[config.mk]
export PLATFORM = sky130hd
export DESIGN_NAME = jk_mode_counter
export DESIGN_NICKNAME = d
export VERILOG_FILES = /design/src/rtl/jk_pkg.sv /design/src/rtl/jk_cell.sv /design/src/rtl/jk_mode_counter.sv
export SDC_FILE = /design/constraint.sdc
export NUM_CORES = 1
export LEC_CHECK = 0
export BUFFER_PORTS_ARGS = -buffer_cell sky130_fd_sc_hd__buf_2
export CORE_UTILIZATION = 50
export DETAILED_ROUTE_END_ITERATION = 10
export GPL_ROUTABILITY_DRIVEN = 0
export PLACE_DENSITY = 0.78
export SYNTH_ARGS = -nofsm -noshare
export SYNTH_HDL_FRONTEND = slang
export SYNTH_HIERARCHICAL = 1
export SYNTH_SLANG_ARGS = --single-unit
[constraint.sdc]
create_clock -name clk -period 7.7 [get_ports clk]
set_input_delay 1.925 -clock clk [delete_from_list [all_inputs] [get_ports clk]]
set_output_delay 1.925 -clock clk [all_outputs]
set_load 0.02 [all_outputs]
[src/rtl/jk_pkg.sv]
// Shared definitions for the JK mode counter: operation encodings and a
// per-bit JK next-state helper used by both the counter and its cells.
package jk_pkg;

  // Operation select encodings driven on the counter's mode input.
  localparam logic [1:0] MODE_HOLD = 2'b00;
  localparam logic [1:0] MODE_UP   = 2'b01;
  localparam logic [1:0] MODE_DOWN = 2'b10;
  localparam logic [1:0] MODE_JK   = 2'b11;

  // Classic JK characteristic: 00 hold, 01 clear, 10 set, 11 toggle.
  function automatic logic jk_next_bit(input logic j_in, input logic k_in, input logic q_in);
    logic r;
    case ({j_in, k_in})
      2'b00:   r = q_in;
      2'b01:   r = 1'b0;
      2'b10:   r = 1'b1;
      default: r = ~q_in;
    endcase
    return r;
  endfunction

endpackage

[src/rtl/jk_cell.sv]
// Single-bit JK flip-flop with synchronous active-high reset.
module jk_cell
  import jk_pkg::*;
(
  input  logic clk,
  input  logic reset,
  input  logic j,
  input  logic k,
  output logic q
);

  logic q_q;
  logic q_d;

  // Next state from the JK characteristic equation.
  always_comb begin
    q_d = jk_next_bit(j, k, q_q);
  end

  // State register; reset is sampled on the clock edge only.
  always_ff @(posedge clk) begin
    if (reset) begin
      q_q <= 1'b0;
    end else begin
      q_q <= q_d;
    end
  end

  assign q = q_q;

endmodule

[src/rtl/jk_mode_counter.sv]
// Multi-mode counter built from JK cells: hold, up, down (both wrapping at
// MAX_COUNT) and a direct per-bit JK mode. Clear, preset and clamped parallel
// load override counting. Optional macro JK_MODE_COUNTER_WRAP_EN adds a
// registered one-cycle wrap pulse output.
module jk_mode_counter
  import jk_pkg::*;
#(
  parameter int WIDTH     = 8,
  parameter int MAX_COUNT = 255
) (
  input  logic             clk,
  input  logic             reset,
  input  logic             clear,
  input  logic             preset,
  input  logic             load,
  input  logic [WIDTH-1:0] load_val,
  input  logic             en,
  input  logic [1:0]       mode,
  input  logic [WIDTH-1:0] j,
  input  logic [WIDTH-1:0] k,
  output logic [WIDTH-1:0] q,
  output logic [WIDTH-1:0] qn,
  output logic             tc
`ifdef JK_MODE_COUNTER_WRAP_EN
  ,
  output logic             wrap
`endif
);

  localparam logic [WIDTH-1:0] MAX_VAL = WIDTH'(MAX_COUNT);

  logic [WIDTH-1:0] state_q;
  logic [WIDTH-1:0] next_d;
  logic [WIDTH-1:0] up_d;
  logic [WIDTH-1:0] down_d;
  logic [WIDTH-1:0] jk_d;
  logic [WIDTH-1:0] load_d;
  logic [WIDTH-1:0] cell_j;
  logic [WIDTH-1:0] cell_k;
  logic             at_max;
  logic             at_zero;
  logic             count_active;

  // Wrap boundaries; ">=" on the up side lets a JK-mode value above the
  // modulus fall back to zero on the next up count.
  assign at_max  = (state_q >= MAX_VAL);
  assign at_zero = (state_q == '0);

  // Candidate next values for each counting operation.
  always_comb begin
    up_d   = at_max  ? '0      : state_q + WIDTH'(1);
    down_d = at_zero ? MAX_VAL : state_q - WIDTH'(1);
    load_d = (load_val > MAX_VAL) ? MAX_VAL : load_val;
  end

  // Direct JK mode evaluates each bit with its own J/K pair; no modulus.
  generate
    for (genvar gi = 0; gi < WIDTH; gi++) begin : g_jk_next
      assign jk_d[gi] = jk_next_bit(j[gi], k[gi], state_q[gi]);
    end
  endgenerate

  // Counting only takes effect when no override input is asserted.
  assign count_active = en && !clear && !preset && !load;

  // Priority select of the next value; reset is applied inside the cells.
  always_comb begin
    next_d = state_q;
    if (clear) begin
      next_d = '0;
    end else if (preset) begin
      next_d = MAX_VAL;
    end else if (load) begin
      next_d = load_d;
    end else if (en) begin
      case (mode)
        MODE_HOLD: next_d = state_q;
        MODE_UP:   next_d = up_d;
        MODE_DOWN: next_d = down_d;
        MODE_JK:   next_d = jk_d;
        default:   next_d = state_q;
      endcase
    end
  end

  // Translate the selected next value into per-bit J/K excitations:
  // set bits that must rise, clear bits that must fall, hold the rest.
  assign cell_j = next_d & ~state_q;
  assign cell_k = ~next_d & state_q;

  generate
    for (genvar gi = 0; gi < WIDTH; gi++) begin : g_cells
      jk_cell u_cell (
        .clk   (clk),
        .reset (reset),
        .j     (cell_j[gi]),
        .k     (cell_k[gi]),
        .q     (state_q[gi])
      );
    end
  endgenerate

  assign q  = state_q;
  assign qn = ~state_q;

  // Terminal count flags the value that the next enabled count would wrap.
  assign tc = en && (((mode == MODE_UP) && at_max) || ((mode == MODE_DOWN) && at_zero));

`ifdef JK_MODE_COUNTER_WRAP_EN
  logic wrap_q;
  logic wrap_d;

  // A wrap happens when a count step is taken while the terminal flag is up.
  assign wrap_d = count_active && tc;

  // One-cycle pulse registered on the same edge that wraps q.
  always_ff @(posedge clk) begin
    if (reset) begin
      wrap_q <= 1'b0;
    end else begin
      wrap_q <= wrap_d;
    end
  end

  assign wrap = wrap_q;
`else
  // Without the wrap output, count_active has no consumer.
  logic unused_count_active;
  assign unused_count_active = count_active;
`endif

endmodule

==> impl_metrics.yaml <==
detailed_routing:
  vias_per_cell: 5.93
  post_drt_wl_per_cell_um: 14.0
  drt-pass1-iter-count: 5
  wl_um: 4470
  vias: 1897
  drc: 0
  drtAntennaViolNets: 0
  drtIter0Drc: 114
run:
  cap_violations: 0
setup_path:
  cpPeakStageDelay_ps: 290
  crit_path_end_kind: "output port"
  cpMostUsedCell: "buf_2"
  path_buf_inv: 2
  start_kind: "input port"
  cpMaxStageDelayCell: "buf_2"
  cp.required_ps: 5780
  worstPathMaxFanout: 18
  critical-path-top-delay-family: "simple AND/OR/NAND/NOR gates"
  arrival_ps: 3010
  path_class: "in2out"
  crit_path_cell_trace: "buf_2, nand2b_1, nor3_1, o21a_1, buf_2"
clock_tree:
  htreeDepth: 1
  clk_latency_ps: 270
  cts_buffer_depth: 2
  cts_made_buffers: 3
  cts_tree: "done"
  cts_sinks: 8
  hold_buffers: 0
  cts_setup_buffers: 0
  cts.repair.resized: 0
  path_clk_slew_ps: 60
  clk_root_buffer_cell: "clkbuf_4"
yosys:
  synth_top_family_by_area: "simple AND/OR/NAND/NOR gates"
  synth_xor_area_frac: 0.0213
  yosys.area_share.simple: 0.306
  synth.area.top_cells: "ha_1, dfxtp_1, a21oi_1, inv_1, nand2_1"
  synthCells: 240
  syn_area_per_cell_um2: 6.85
  synth_top_area_frac: 0.145
  muxShareOfSynthArea: 0.0244
  synth.ff_latch_count: 8
  ys_seq_area_frac: 0.0974
  synthArstFlopShare: 0
  synth_cell_type_count: 51
  yosys_most_used_dff: "dfxtp_1"
  syn_area_um2: 1640
  synth_top_area_cell: "ha_1"
  synthAdderAreaFrac: 0.145
  yosysWarnings: 6
  syn_nets: 291
  synth_compound_area_frac: 0.302
  synth_edf_count: 0
pwr:
  pwr_density_cell_nw_per_um2: 243
  p_comb_frac: 0.685
  pwr-share-clk: 0.080
  power.internal_uw: 206
  ir_worst_vdd_mv: 0.161
  p_sw_uw: 252
  seqPwrFrac: 0.235
  p_leak_uw: 0.000781
  switching_share: 0.550
timing:
  rsz0062_at_grt: "false"
  hold_violations: 0
  tightest_slew_ps: 607
  setup_viol: 0
  finalMaxSlewViolations: 0
  min_period_ps: 4940
  max_freq_mhz: 203
  slew_headroom: 0.585
  timing.final.crit_share: 0.641
  tns_ps: 0
  skew_ps: 6.70
global_routing:
  grt_pass1_wl_um: 7270
  antenna_found_initial: 0
  grt_remaining_overflow: 0
  grt_usage: 0.269
  grt_max_degree: 22
  grt_pass1_vias: 1650
die:
  die_w_um: 59.3
  die-area_um2: 3520
  initial_utilization: 0.534
  ios: 49
  num_rows: 20
  coreArea_um2: 3080
  die_h_um: 59.3
finish:
  multiInputGateArea_um2: 1310
  seqCellArea_um2: 160
  largest_reg_flops: 8
  antenna_cells: 0
  syn2layout_area_growth_pct: 14.8
  fillers: 299
  post-route-util: 0.613
  layout-drive-gt1-share: 0.214
  nets: 329
status:
  run_status: "finished clean"
place:
  port_buffers: 48
  dpl.hpwl_um: 3390
min_path:
  hold_class: "reg2reg"
[cells by family (layout without fill, tap and decap cells)]
group / count (synthesis) / in the layout
and+or+nand+nor: 90 / 90
AOI/OAI and AO/OA: 74 / 74
buffers and inverters: 41 / 77
adders and majority gates: 19 / 19
DFF: 8 / 8
xor gates and xnor gates: 4 / 4
muxes: 4 / 4
[routing by layer]
metal  up-vias  track usage  routed length [µm]
met3         6       0.0524                 334
li1        946            -                   -
met1       862        0.357                1980
met5         -            0                   0
met2        83        0.443                2100
met4         0       0.0680                  44
[worst paths after layout]
kind	cells after the start	start	endpoint	slack, ps
setup / recovery	5	mode[0]	tc	2760
hold reg to reg	2	g_cells[5].u_cell/q	g_cells[5].u_cell/q	640
setup reg to reg	11	g_cells[1].u_cell/q	g_cells[6].u_cell/q	4500
hold / removal	2	g_cells[5].u_cell/q	g_cells[5].u_cell/q	640
[stage by stage]
step | setup WS [ps] | area, µm² | power (µW) | instances | hold WS, ps
after detailed placement | 2840 | 1870 | 419 | 317 | 640
after global placement | 2870 | 1870 | 414 | 317 | 626
after global routing | 2720 | 1890 | 505 | 320 | 683
after floorplan | 3100 | 1640 | 341 | 240 | 547
final | 2760 | 1890 | 458 | 320 | 640
after CTS | 2830 | 1890 | 456 | 320 | 647
[placed cells by master (no fill, tap or decap), types with 2 or more instances in the layout]
master    netlist  final
nor3_1          6      6
or3_1           9      9
and2_1          2      2
nand4_1         4      4
mux2i_1         4      4
inv_1          26     26
o21a_1          4      4
nand2_1        24     24
nand3_1         5      5
dfxtp_1         8      8
o21ai_0        10     10
o221ai_1        2      2
o211ai_1        4      4
a211oi_1        4      4
o41ai_1         2      2
a31oi_1        10     10
nand3b_1        8      8
nand2b_1        2      2
nor4_1          2      2
o22ai_1         2      2
ha_1           19     19
nor2b_1         3      3
clkbuf_4        0      3
or2_2           2      2
buf_2           5     48
a21oi_1        20     20
xnor2_1         4      4
nor3b_1         3      3
nor2_1         13     13
o21bai_1        3      3
[cell usage after synthesis, types with 3 or more instances]
library cell,instances
a211oi_1,4
a21oi_1,20
a31oi_1,10
buf_2,5
buf_4,3
clkbuf_1,7
dfxtp_1,8
ha_1,19
inv_1,26
mux2i_1,4
nand2_1,24
nand3_1,5
nand3b_1,8
nand4_1,4
nor2_1,13
nor2b_1,3
nor3_1,6
nor3b_1,3
o211ai_1,4
o21a_1,4
o21ai_0,10
o21bai_1,3
or3_1,9
xnor2_1,4
[area by class of cell]
class	instances	area share
Multi-Input combinational cell	191	0.695
Timing Repair Buffer	48	0.127
Sequential cell	8	0.0848
Inverter	26	0.0517
Tap cell	44	0.0292
Clock buffer	3	0.0119
[power groups by stage]
stage	combinational [µW]	sequential (µW)	clock, µW
floorplan	253	87.6	0
global placement	305	108	0
detailed placement	311	108	0
CTS	312	107	36.9
global route	351	114	40.1
finish	314	108	36.5
[worst reg2reg max path, stage by stage, from the launching register on]
cell and delay [ps]:
dfxtp_1 450, inv_1 200, ha_1 200, nor3b_2 240, nand4_1 160, o22a_1 250
a2bb2oi_1 140, a2111oi_0 600, inv_1 100, ha_1 320, or3_1 310, a31oi_1 150
No activity file was read; power rests on OpenSTA's default activity.
